[src/rtl/alu_mul_seq.sv]
// Shift-add sequential multiplier that borrows the shared execute-stage ALU for its adds.
// Optional build macro MUL_SIGNED_EN adds the isigned port and signed-operand handling.
`ifndef ADD_OP
`define ADD_OP 4'h1
`endif

module alu_mul_seq #(
  parameter int MP_DATA_WIDTH = 32
) (
  input  logic                     iclk,
  input  logic                     irst_n,
  input  logic                     istart,
  input  logic                     iflush,
  input  logic [MP_DATA_WIDTH-1:0] isrc_a,
  input  logic [MP_DATA_WIDTH-1:0] isrc_b,
`ifdef MUL_SIGNED_EN
  input  logic                     isigned,
`endif
  input  logic                     igrant,
  input  logic [MP_DATA_WIDTH-1:0] ialu_result,
  input  logic                     ialu_carry,
  output logic                     oalu_req,
  output logic [3:0]               oalu_ctrl,
  output logic [MP_DATA_WIDTH-1:0] oalu_src_a,
  output logic [MP_DATA_WIDTH-1:0] oalu_src_b,
  output logic                     obusy,
  output logic                     odone,
  output logic [MP_DATA_WIDTH-1:0] oprod_hi,
  output logic [MP_DATA_WIDTH-1:0] oprod_lo
);
  localparam int W  = MP_DATA_WIDTH;
  localparam int CW = (W > 1) ? $clog2(W) : 1;
  localparam logic [CW-1:0] LAST = CW'(W - 1);

  typedef enum logic [1:0] {S_IDLE, S_RUN, S_DONE} state_t;

  state_t        state, state_nxt;
  logic [W-1:0]  mcand, acc_hi, acc_lo;
  logic [CW-1:0] count;
  logic [W:0]    t;
  logic [2*W-1:0] prod_nxt, prod_fin;
  logic          start_ok, step, last_step;
  logic [W-1:0]  cap_a, cap_b;
`ifdef MUL_SIGNED_EN
  logic          neg;
`endif

  assign start_ok  = (state == S_IDLE) && istart && !iflush;
  assign step      = (state == S_RUN) && igrant && !iflush;
  assign last_step = step && (count == LAST);

  // Carry from the ALU becomes bit W of the partial sum, so no bit is ever lost.
  assign t        = acc_lo[0] ? {ialu_carry, ialu_result} : {1'b0, acc_hi};
  assign prod_nxt = {t, acc_lo[W-1:1]};

`ifdef MUL_SIGNED_EN
  assign cap_a    = (isigned && isrc_a[W-1]) ? -isrc_a : isrc_a;
  assign cap_b    = (isigned && isrc_b[W-1]) ? -isrc_b : isrc_b;
  assign prod_fin = neg ? -prod_nxt : prod_nxt;
`else
  assign cap_a    = isrc_a;
  assign cap_b    = isrc_b;
  assign prod_fin = prod_nxt;
`endif

  always_ff @(posedge iclk or negedge irst_n) begin
    if (!irst_n) state <= S_IDLE;
    else         state <= state_nxt;
  end

  always_comb begin
    state_nxt  = state;
    oalu_req   = 1'b0;
    oalu_ctrl  = 4'h0;
    oalu_src_a = '0;
    oalu_src_b = '0;
    obusy      = 1'b0;
    odone      = 1'b0;
    case (state)
      S_IDLE: if (start_ok) state_nxt = S_RUN;
      S_RUN: begin
        oalu_req   = 1'b1;
        oalu_ctrl  = `ADD_OP;
        oalu_src_a = acc_hi;
        oalu_src_b = mcand;
        obusy      = 1'b1;
        if (iflush)         state_nxt = S_IDLE;
        else if (last_step) state_nxt = S_DONE;
      end
      S_DONE: begin
        obusy     = 1'b1;
        odone     = !iflush;
        state_nxt = S_IDLE;
      end
      default: state_nxt = S_IDLE;
    endcase
  end

  always_ff @(posedge iclk or negedge irst_n) begin
    if (!irst_n) begin
      mcand    <= '0;
      acc_hi   <= '0;
      acc_lo   <= '0;
      count    <= '0;
      oprod_hi <= '0;
      oprod_lo <= '0;
`ifdef MUL_SIGNED_EN
      neg      <= 1'b0;
`endif
    end else if (start_ok) begin
      mcand  <= cap_a;
      acc_hi <= '0;
      acc_lo <= cap_b;
      count  <= '0;
`ifdef MUL_SIGNED_EN
      neg    <= isigned && (isrc_a[W-1] ^ isrc_b[W-1]);
`endif
    end else if (step) begin
      {acc_hi, acc_lo} <= prod_nxt;
      count            <= count + CW'(1);
      if (last_step) {oprod_hi, oprod_lo} <= prod_fin;
    end
  end
endmodule
[config.mk]
export PLATFORM = sky130hd
export DESIGN_NAME = alu_mul_seq
export DESIGN_NICKNAME = d
export VERILOG_FILES = /design/src/rtl/alu_mul_seq.sv
export SDC_FILE = /design/constraint.sdc
export NUM_CORES = 1
export LEC_CHECK = 0
export BUFFER_PORTS_ARGS = -buffer_cell sky130_fd_sc_hd__buf_4
export CAP_MARGIN = 20
export CORE_UTILIZATION = 52
export CTS_CLUSTER_DIAMETER = 100
export CTS_CLUSTER_SIZE = 10
export DETAILED_ROUTE_END_ITERATION = 6
export PLACE_DENSITY = 0.78
export SYNTH_ARGS = -nofsm -noshare
export SYNTH_HDL_FRONTEND = slang
export SYNTH_SLANG_ARGS = --single-unit
[constraint.sdc]
create_clock -name iclk -period 2.7 [get_ports iclk]
set_clock_uncertainty 0.2 [all_clocks]
set_input_delay 0 -clock iclk [delete_from_list [all_inputs] [get_ports iclk]]
set_output_delay 0 -clock iclk [all_outputs]
set_load 0.1 [all_outputs]
==> impl_metrics.py <==
metrics = {
    "run_status": {
        "status": "finished clean",
    },
    "power": {
        "powerDensity_nw_per_um2": 1140,
        "power.leakage_nw": 5.87,
        "vdd_ir_drop_max_v": 0.00132,
    },
    "global_route": {
        "global_route_wire_length_before_repair_um": 30400,
        "antenna_found_initial": 0,
        "grt-ovfl-total": 0,
        "global_route.usage.total": 0.260,
        "grt_pass1_vias": 6171,
        "grt_max_degree": 72,
    },
    "die": {
        "die_width_um": 124,
        "design.die.area_um2": 15400,
        "rows": 44,
        "ioPinCount": 237,
        "die_height_um": 124,
        "floorplan.initialDensity": 0.533,
        "design.core.area_um2": 14500,
    },
    "worst_setup_path": {
        "critical_path.max_stage_delay_ns": 0.41,
        "critical_path.n_buffers_inverters": 1,
        "type_of_the_worst_setup_path": "reg2reg",
        "worst_path_max_delay_cell": "dfrtp_1",
        "setup.worst_path.start_class": "flip-flop",
        "cp-end-kind": "flip-flop",
        "crit_family": "flip-flops",
        "cp_data_required_time_ns": 2.81,
        "cp_max_fo": 64,
        "worst_ep_arrival_time_ns": 2.44,
        "critical_path.most_common_cell": "ha_1",
        "timing.critical_path.cells": "ha_1 > and3_1 > ha_1 > nand4_1 > buf_12 > mux2_2",
    },
    "clock_network": {
        "clk_path_buf_depth": 2,
        "cts_max_level": 4,
        "tritoncts": "built",
        "number_of_clock_sinks": 167,
        "root_buffer": "clkbuf_16",
        "clk_pin_slew_ns": 0.07,
        "cts_resized": 0,
        "insertion_delay_ns": 0.42,
        "cts_inserted_buffers": 17,
    },
    "drt": {
        "wire_per_inst_um": 17.0,
        "antenna_violating_nets_post_route": 0,
        "avgViaCountPerCell": 5.19,
        "drt_pass1_iterations": 6,
        "route.vias.total": 6022,
        "drc": 0,
        "finalWirelength_um": 19700,
        "drtIter0Drc": 344,
    },
    "timing": {
        "drv_slew": 0,
        "timing.final.crit_share": 0.864,
        "finalWorstSetupSlack_ns": 0.368,
        "final_layout_setup_total_negative_slack_ns": 0,
        "crit_path_time_final_ns": 2.33,
        "max_slew.worst_pin.slew_ns": 0.583,
        "finalHoldViolations": 0,
        "max-slew-margin-rel": 0.612,
        "setup_repair_after_global_routing_missed_its_margin": "false",
        "setup_viol": 0,
        "maxClockFrequency_mhz": 429,
    },
    "synth": {
        "synth_cell_type_count": 29,
        "netlist_instances": 642,
        "synth.cell_area_um2": 7750,
        "seq_area_frac_synth": 0.539,
        "synth_area_per_cell_um2": 12.1,
        "synth-seq-cells": 167,
        "synth.yosys.warnings": 0,
    },
    "finish": {
        "n_antenna_cell": 0,
        "layout.cells.most_common": "buf_4",
        "num-nets-final": 1071,
        "utilization": 0.773,
        "layout-area-overhead-vs-synth_pct": 45.0,
        "mostFrequentLayoutCells": "buf_4 (239), dfrtp_1 (166), dlygate4sd3_1 (103)",
        "post_route_cells_drive_above_1_share": 0.359,
        "cell_count_final_fillers_out": 1160,
    },
    "place": {
        "pre_cts_slack_ns": 0.411,
        "port_buffers": 233,
        "dp_hpwl_um": 11900,
        "gp_routability_congestion": 0.837,
        "dp.cells": 1024,
    },
    "min_path": {
        "min-delay-path-class": "in2reg",
    },
    "run": {
        "cap_violations": 0,
    },
}
[power by group]
part | total, mW | leakage [nW] | internal (mW) | switching (mW)
combinational | 6.59 | 3.56 | 1.81 | 4.78
sequential | 3.71 | 2.01 | 3.21 | 0.497
clock | 2.53 | 0.297 | 1.48 | 1.06
[flip-flops by register name, indices dropped and copies added (netlist names)]
signal	cells
state	2
mcand	32
acc_hi	32
acc_lo	32
oprod_hi	32
oprod_lo	32
count	5
[worst reg2reg max path: cells and delay by family (launching register included)]
family	cells	cell delay, ns
and+or+nand+nor	2	0.33
muxes	1	0.51
buffers and inverters	1	0.37
DFF	1	0.41
adders and majority gates	2	0.40
[synthesized netlist by cell type, drive strengths merged]
master  number  share of area
ha           6         0.0097
mux2        67           0.11
nand3        1        0.00065
and3b        2         0.0023
a211oi      31          0.030
dfrtp      167           0.54
xnor2        1         0.0011
nand4        1        0.00081
a21oi        6         0.0039
nand3b       1        0.00097
nand2       40          0.019
nand2b       1        0.00081
and3         1        0.00081
inv         35          0.017
buf         36          0.037
nor2b        2         0.0026
mux2i       94           0.12
or3          2         0.0016
o22ai        1        0.00081
o21ai       35          0.023
clkbuf      13         0.0063
conb         1        0.00048
a22oi        1        0.00097
and2        65          0.052
nor2        32          0.016
[cells by family (layout without fill, tap and decap cells)]
group                      after synthesis  count (layout)  share of synthesized area
AOI/OAI and AO/OA                       74              74                     0.0583
xor gates and xnor gates                 1               1                    0.00113
adders and majority gates                6               6                    0.00969
buffers and inverters                   84             416                     0.0604
DFF                                    167             167                      0.539
muxes                                  161             161                      0.233
other                                    1               3                   0.000484
and+or+nand+nor                        148             148                     0.0979
[routing by layer]
layer	wire, um	global-route usage	up-vias
met2	9960	0.440	202
met5	0	0	-
met4	686	0.126	0
li1	-	-	2801
met3	1000	0.0668	48
met1	8020	0.308	2971
[what timing repair did]
item,CTS,global route
endpoints found under the hold margin,300,0
hold buffers,104,0
setup buffers,0,0
endpoints found under the setup margin,0,0
[area by class of cell]
| type | instances | area [um2] |
|---|---|---|
| clock inverters | 15 | 191 |
| fillers | 883 | 3300 |
| multi-input cells | 393 | 3120 |
| inverters | 35 | 131 |
| repair buffers | 349 | 2960 |
| flip-flops and latches | 167 | 4180 |
| clock buffers | 17 | 425 |
| well taps | 184 | 230 |
[metrics by stage]
step | hold slack [ns] | power (mW) | instance area, um2
3_5_place_dp | -0.140 | 10.1 | 9560
3_3_place_gp | -0.134 | 10.0 | 9560
5_1_grt | 0.134 | 13.4 | 11200
4_1_cts | 0.113 | 12.8 | 11200
2_1_floorplan | -0.496 | 8.81 | 7760
6_report | 0.128 | 12.8 | 11200
[path summary, 6_finish.rpt]
path / startpoint / to / slack, ns / depth (start not counted)
min in group asynchronous: irst_n / oprod_hi[31] / 0.42 / 3
hold reg to reg: mcand[7] / mcand[7] / 0.31 / 1
max in group asynchronous: irst_n / mcand[24] / 1.19 / 4
setup reg to reg: count[0] / oprod_hi[31] / 0.37 / 6
hold / removal: isrc_b[12] / acc_lo[12] / 0.13 / 4
setup / recovery: count[0] / oprod_hi[31] / 0.37 / 6
(Power assumes the default switching activity.)
